$ cat src/rtl/mips_pipe_pkg.sv
// Shared pipeline definitions: register index width, branch FSM states and
// hazard stall depths used by the ID-stage branch logic.
package mips_pipe_pkg;

    localparam int unsigned REG_W   = 5;
    localparam int unsigned STALL_W = 2;

    // A load in EX needs two cycles before its data reaches the ID comparator
    localparam logic [STALL_W-1:0] LOAD_EX_STALLS = STALL_W'(2);
    localparam logic [STALL_W-1:0] OTHER_STALLS   = STALL_W'(1);

    typedef enum logic [1:0] {
        IDLE    = 2'd0,
        STALL   = 2'd1,
        RESOLVE = 2'd2
    } br_state_t;

    // Register 0 is hardwired, so it never creates a dependency
    function automatic logic reg_hit(input logic [REG_W-1:0] src,
                                     input logic [REG_W-1:0] dst);
        return (src != '0) && (src == dst);
    endfunction

endpackage

$ cat src/rtl/sat_counter.sv
// Up-counter that sticks at all-ones instead of wrapping.
module sat_counter #(
    parameter int unsigned W = 16
) (
    input  logic         clk,
    input  logic         reset,
    input  logic         inc,
    output logic [W-1:0] count
);

    always_ff @(posedge clk or posedge reset) begin
        if (reset) begin
            count <= '0;
        end else if (inc && (count != '1)) begin
            count <= count + W'(1);
        end
    end

endmodule

$ cat src/rtl/branch_resolver.sv
// ID-stage branch resolution: stalls on data hazards feeding the early
// comparator, then redirects the PC and keeps taken/not-taken statistics.
module branch_resolver
    import mips_pipe_pkg::*;
#(
    parameter int unsigned CNT_W = 16
) (
    input  logic             clk,
    input  logic             reset,
    input  logic             id_valid,
    input  logic             id_is_beq,
    input  logic             id_is_bne,
    input  logic [4:0]       id_rs,
    input  logic [4:0]       id_rt,
    input  logic             cmp_zero,
    input  logic             ex_reg_write,
    input  logic             ex_mem_read,
    input  logic [4:0]       ex_rd,
    input  logic             mem_mem_read,
    input  logic [4:0]       mem_rd,
    input  logic             pipe_flush,
    output logic             stall,
    output logic             pc_src,
    output logic             ifid_flush,
    output logic [CNT_W-1:0] taken_cnt,
    output logic [CNT_W-1:0] nottaken_cnt
);

    br_state_t          state_q, state_d;
    logic [STALL_W-1:0] cnt_q, cnt_d;
    logic               type_q, type_d;
    logic [STALL_W-1:0] need;
    logic               is_branch;
    logic               ex_hit;
    logic               mem_hit;
    logic               resolve;
    logic               beq_sel;
    logic               taken;
    logic               inc_taken;
    logic               inc_nottaken;

    // Required stall depth: worst case over the outstanding producers
    always_comb begin
        is_branch = id_valid && (id_is_beq || id_is_bne);
        ex_hit    = reg_hit(id_rs, ex_rd) || reg_hit(id_rt, ex_rd);
        mem_hit   = reg_hit(id_rs, mem_rd) || reg_hit(id_rt, mem_rd);
        need      = '0;
        if (mem_mem_read && mem_hit) begin
            need = OTHER_STALLS;
        end
        if (ex_reg_write && !ex_mem_read && ex_hit) begin
            need = OTHER_STALLS;
        end
        if (ex_mem_read && ex_hit) begin
            need = LOAD_EX_STALLS;
        end
    end

    always_ff @(posedge clk or posedge reset) begin
        if (reset) begin
            state_q <= IDLE;
            cnt_q   <= '0;
            type_q  <= 1'b0;
        end else begin
            state_q <= state_d;
            cnt_q   <= cnt_d;
            type_q  <= type_d;
        end
    end

    always_comb begin
        state_d = state_q;
        cnt_d   = cnt_q;
        type_d  = type_q;
        if (pipe_flush) begin
            state_d = IDLE;
            cnt_d   = '0;
        end else begin
            case (state_q)
                IDLE: begin
                    if (is_branch && (need != '0)) begin
                        cnt_d   = need - STALL_W'(1);
                        type_d  = id_is_beq;
                        state_d = ((need - STALL_W'(1)) != '0) ? STALL : RESOLVE;
                    end
                end
                STALL: begin
                    cnt_d = cnt_q - STALL_W'(1);
                    if (cnt_q == STALL_W'(1)) begin
                        state_d = RESOLVE;
                    end
                end
                RESOLVE: state_d = IDLE;
                default: state_d = IDLE;
            endcase
        end
    end

    // Outputs are gated by reset so they drop the instant reset rises
    always_comb begin
        stall        = 1'b0;
        pc_src       = 1'b0;
        ifid_flush   = 1'b0;
        inc_taken    = 1'b0;
        inc_nottaken = 1'b0;
        resolve      = 1'b0;
        beq_sel      = 1'b0;
        if (!reset && !pipe_flush) begin
            case (state_q)
                IDLE: begin
                    if (is_branch) begin
                        if (need != '0) begin
                            stall = 1'b1;
                        end else begin
                            resolve = 1'b1;
                            beq_sel = id_is_beq;
                        end
                    end
                end
                STALL: stall = 1'b1;
                RESOLVE: begin
                    resolve = 1'b1;
                    beq_sel = type_q;
                end
                default: stall = 1'b0;
            endcase
        end
        taken = beq_sel ? cmp_zero : !cmp_zero;
        if (resolve) begin
            pc_src       = taken;
            ifid_flush   = taken;
            inc_taken    = taken;
            inc_nottaken = !taken;
        end
    end

    sat_counter #(.W(CNT_W)) u_taken_cnt (
        .clk   (clk),
        .reset (reset),
        .inc   (inc_taken),
        .count (taken_cnt)
    );

    sat_counter #(.W(CNT_W)) u_nottaken_cnt (
        .clk   (clk),
        .reset (reset),
        .inc   (inc_nottaken),
        .count (nottaken_cnt)
    );

endmodule

$ cat config.mk
export PLATFORM = sky130hd
export DESIGN_NAME = branch_resolver
export DESIGN_NICKNAME = d
export VERILOG_FILES = /design/src/rtl/mips_pipe_pkg.sv /design/src/rtl/sat_counter.sv /design/src/rtl/branch_resolver.sv
export SDC_FILE = /design/constraint.sdc
export NUM_CORES = 1
export LEC_CHECK = 0
export ABC_AREA = 1
export BUFFER_PORTS_ARGS = -buffer_cell sky130_fd_sc_hd__buf_4
export CAP_MARGIN = 5
export CORE_ASPECT_RATIO = 2
export CORE_MARGIN = 4
export CORE_UTILIZATION = 45
export CTS_CLUSTER_DIAMETER = 50
export DETAILED_ROUTE_END_ITERATION = 16
export PLACE_DENSITY = 0.76
export SYNTH_ARGS = -nofsm -noshare
export SYNTH_HDL_FRONTEND = slang
export SYNTH_SLANG_ARGS = --single-unit
$ cat constraint.sdc
create_clock -name clk -period 2.6 [get_ports clk]
set_input_delay 0.26 -clock clk [delete_from_list [all_inputs] [get_ports clk]]
set_output_delay 0.26 -clock clk [all_outputs]
set_load 0.03 [all_outputs]
==> impl_results.rst <==
.. list-table::
   :header-rows: 1

   * - Metric
     - Value
   * - Critical Path End Type
     - output pin
   * - Time the worst path needs with I/O delays and setup
     - 2410 ps
   * - Antenna viol nets, final
     - 0
   * - Fmax achieved
     - 0.414 GHz
   * - Compound-Gate Fraction of Synth Area
     - 1.47%
   * - Number of global-route vias before repair
     - 2852
   * - Worst setup path class
     - flop to output pin
   * - Vias
     - 2797
   * - Horizontal die dimension
     - 64.8 um
   * - Startpoint type of the worst setup path
     - flop
   * - Overall power consumption
     - 1.70 mW
   * - Total of flip-flops plus latches after synthesis
     - 37
   * - Setup repair after global routing missed its margin
     - no
   * - Area growth from synthesis to final layout
     - 23.6%
   * - Library cell used as clock root buffer
     - clkbuf_16
   * - Most used DFF post-synth
     - dfrtp_1
   * - Slack of the worst reg-to-reg path
     - 290 ps
   * - Cell types with the largest area share after synthesis
     - dfrtp_1 (32%), nand2_1 (15%), nand4_1 (8.2%)
   * - Placer Congestion
     - 0.916
   * - TritonCTS clock tree
     - done
   * - Status
     - finished clean
   * - Hold-fix buffers at CTS
     - 0
   * - Setup violators final
     - 0
   * - Post-Route Setup TNS
     - 0 ps
   * - Final global-route overflow total
     - 0
   * - Largest net degree at the start of global routing
     - 38
   * - Number of placed I/O pins
     - 65
   * - Wire length of the first global-routing pass
     - 12100 um
   * - Worst-margin pin slew
     - 540 ps
   * - Mapped Nets
     - 427
   * - Filler Cell Count
     - 616
   * - Initial standard-cell utilization of the core
     - 45.9%
   * - Syn_area_per_cell
     - 7.36 um^2
   * - Count of buffers added by post-CTS timing repair for setup
     - 0
   * - Deepest level of the CTS H-tree
     - 2
   * - Port buffer count
     - 64
   * - Synth Area in XOR/XNOR
     - 12.1%
   * - Initial DRT Pass Iterations
     - 4
   * - Post-synthesis mux area share
     - 0.388%
   * - Max-cap violation count
     - 0
   * - Synth Cell Area
     - 0.00290 mm^2
   * - Final core occ
     - 56.8%
   * - Area fraction in and, or, nand and nor cells after synthesis
     - 43.2%
   * - Class of the most critical hold timing path
     - primary input to async pin
   * - Post-detailed-route via-to-cell ratio
     - 5.10
   * - Avg WL per Cell
     - 13.2 um
   * - Async set-or-reset flop fraction in the synthesized netlist
     - 100%
   * - Clock insertion delay at the later pin of the skew report
     - 280 ps
   * - Number of antenna violations at the first check in global routing
     - 0
   * - Worst VDD drop
     - 0.307 mV
   * - Library cell with the highest instance count after synthesis
     - nand2_1
   * - Final routed wirelength across all metal layers
     - 7230 um
   * - Layout Skew
     - 4.50 ps
   * - Combinational family with the most area after synthesis
     - simple AND/OR/NAND/NOR gates
   * - Height of the die
     - 122 um
   * - Floorplan core area
     - 0.00631 mm^2
   * - Drc violations
     - 0
   * - Relative max-transition margin
     - 63.7%
   * - Clock Path Buffers
     - 2
   * - Global router's overall resource usage
     - 19.4%
   * - Number of synthesized flops with an enable pin
     - 0
   * - Worst EP arrival
     - 2150 ps
   * - Post-layout nets
     - 494
   * - Total of warnings raised by yosys
     - 0
   * - Post-cts gate resize count
     - 0
   * - Fraction of layout instances using a drive strength above 1
     - 25.1%
   * - Clock transition at the register clock pins on the worst setup and hold paths after CTS
     - 50 ps
   * - Violation count after the first detailed-routing iteration
     - 179
   * - Num Clock Sinks
     - 37
   * - Cell types with the highest counts after synthesis
     - nand2_1 (112), inv_1 (47), nand4_1 (38)
   * - Sequential area share after synthesis
     - 31.9%
   * - Share of synthesized cell area in full adder, half adder and majority cells
     - 1.29%
   * - Post-synthesis cell type with the largest combined area
     - dfrtp_1
   * - DIE AREA
     - 0.00787 mm^2
   * - Number of antenna repair diodes
     - 0
   * - Final HPWL from detailed placement
     - 5630 um
   * - Total power density per cell area
     - 473 mW/mm^2
   * - Number of distinct library cells after synthesis
     - 32
   * - Final Cycle Share
     - 92.8%
   * - Number of instances in the synthesized netlist
     - 394
   * - Data required time at the worst endpoint
     - 2340 ps
   * - Final Max Slew Viols
     - 0
   * - Cell leakage power
     - 1.87 nW
   * - Inserted Clock Buffers
     - 5
   * - Number of hold violations in the final report
     - 0
   * - Critical-path maximum fanout
     - 17
   * - Placement row count
     - 41
   * - Fraction of post-synthesis cell area in the top cell type by area
     - 31.9%
   * - Placement Cell Area
     - 0.00344 mm^2
   * - Final Instance Area
     - 0.00358 mm^2
kinds of logic after synthesis:
family,count (synthesis)
adder cells (fa/ha/maj),3
multiplexers,1
AND/OR/NAND/NOR,245
buffers and inverters,61
flip-flops,37
XOR/XNOR,40
AO/OA/AOI/OAI,7
worst max-delay path: stages (launching register included):
cell and delay [ps]:
dfrtp_1 420, nor2_1 140, inv_1 80, nor2_1 240, nand3_2 130, nand2_4 100
nand2_4 70, nand2_4 100, nand2_4 140, nor3_2 240, buf_4 220
per-layer routing:
metal | part of all wire, % | up-vias | track usage (%)
met5 | 0 | - | 0
met3 | 4.1 | 15 | 2.69
met2 | 59 | 74 | 38.0
met4 | 2.9 | 0 | 9.27
met1 | 34 | 1306 | 19.1
li1 | - | 1402 | -
layout make-up:
cell class | instances | area, um^2 | area share, %
multi-input combinational | 296 | 1690 | 47.3
sequential | 37 | 926 | 25.8
timing repair buffer | 70 | 526 | 14.7
inverter | 51 | 191 | 5.34
clock buffer | 6 | 129 | 3.60
tap | 86 | 108 | 3.00
clock inverter | 2 | 10.0 | 0.279
power breakdown:
part / switching (mW) / internal (mW)
sequential: 0.0605 / 0.622
combinational: 0.271 / 0.171
clock: 0.220 / 0.352
registers in the layout (all words and copies together) (netlist names):
register              flops
u_taken_cnt.count        16
type_q                    1
u_nottaken_cnt.count     16
cnt_q                     2
state_q                   2
through the flow:
stage | hold slack [ps] | cells | setup WS, ps
6_report | 122 | 548 | 186
5_1_grt | 175 | 548 | 76.0
2_1_floorplan | 323 | 394 | 238
4_1_cts | 140 | 548 | 175
3_3_place_gp | 435 | 540 | 371
3_5_place_dp | 438 | 540 | 293
path summary, 6_finish.rpt:
path,start,endpoint,cells after the start
setup / recovery,state_q[1],ifid_flush,10
hold / removal,reset,u_taken_cnt.count[2],3
setup reg to reg,u_taken_cnt.count[0],u_taken_cnt.count[15],11
hold reg to reg,type_q,type_q,1
max in group asynchronous,reset,u_nottaken_cnt.count[2],3
min in group clk,pipe_flush,cnt_q[1],2
cell usage in the layout (no fill, tap or decap), types with 3 or more instances in the layout:
cell       netlist  final
nand2_1        112    112
buf_4            1     70
inv_1           47     47
nand4_1         38     38
dfrtp_1         37     37
nor2_1          30     30
xor2_1          23     23
xnor2_1         17     17
nand3_1         16     16
nand2_2         15     15
nor3_1          10     10
nor4_1           7      7
nand2_4          5      5
clkbuf_16        0      5
inv_2            4      4
nand3_2          4      4
o21ai_0          3      3
ha_1             3      3
Power figures use the tool's default switching activity.
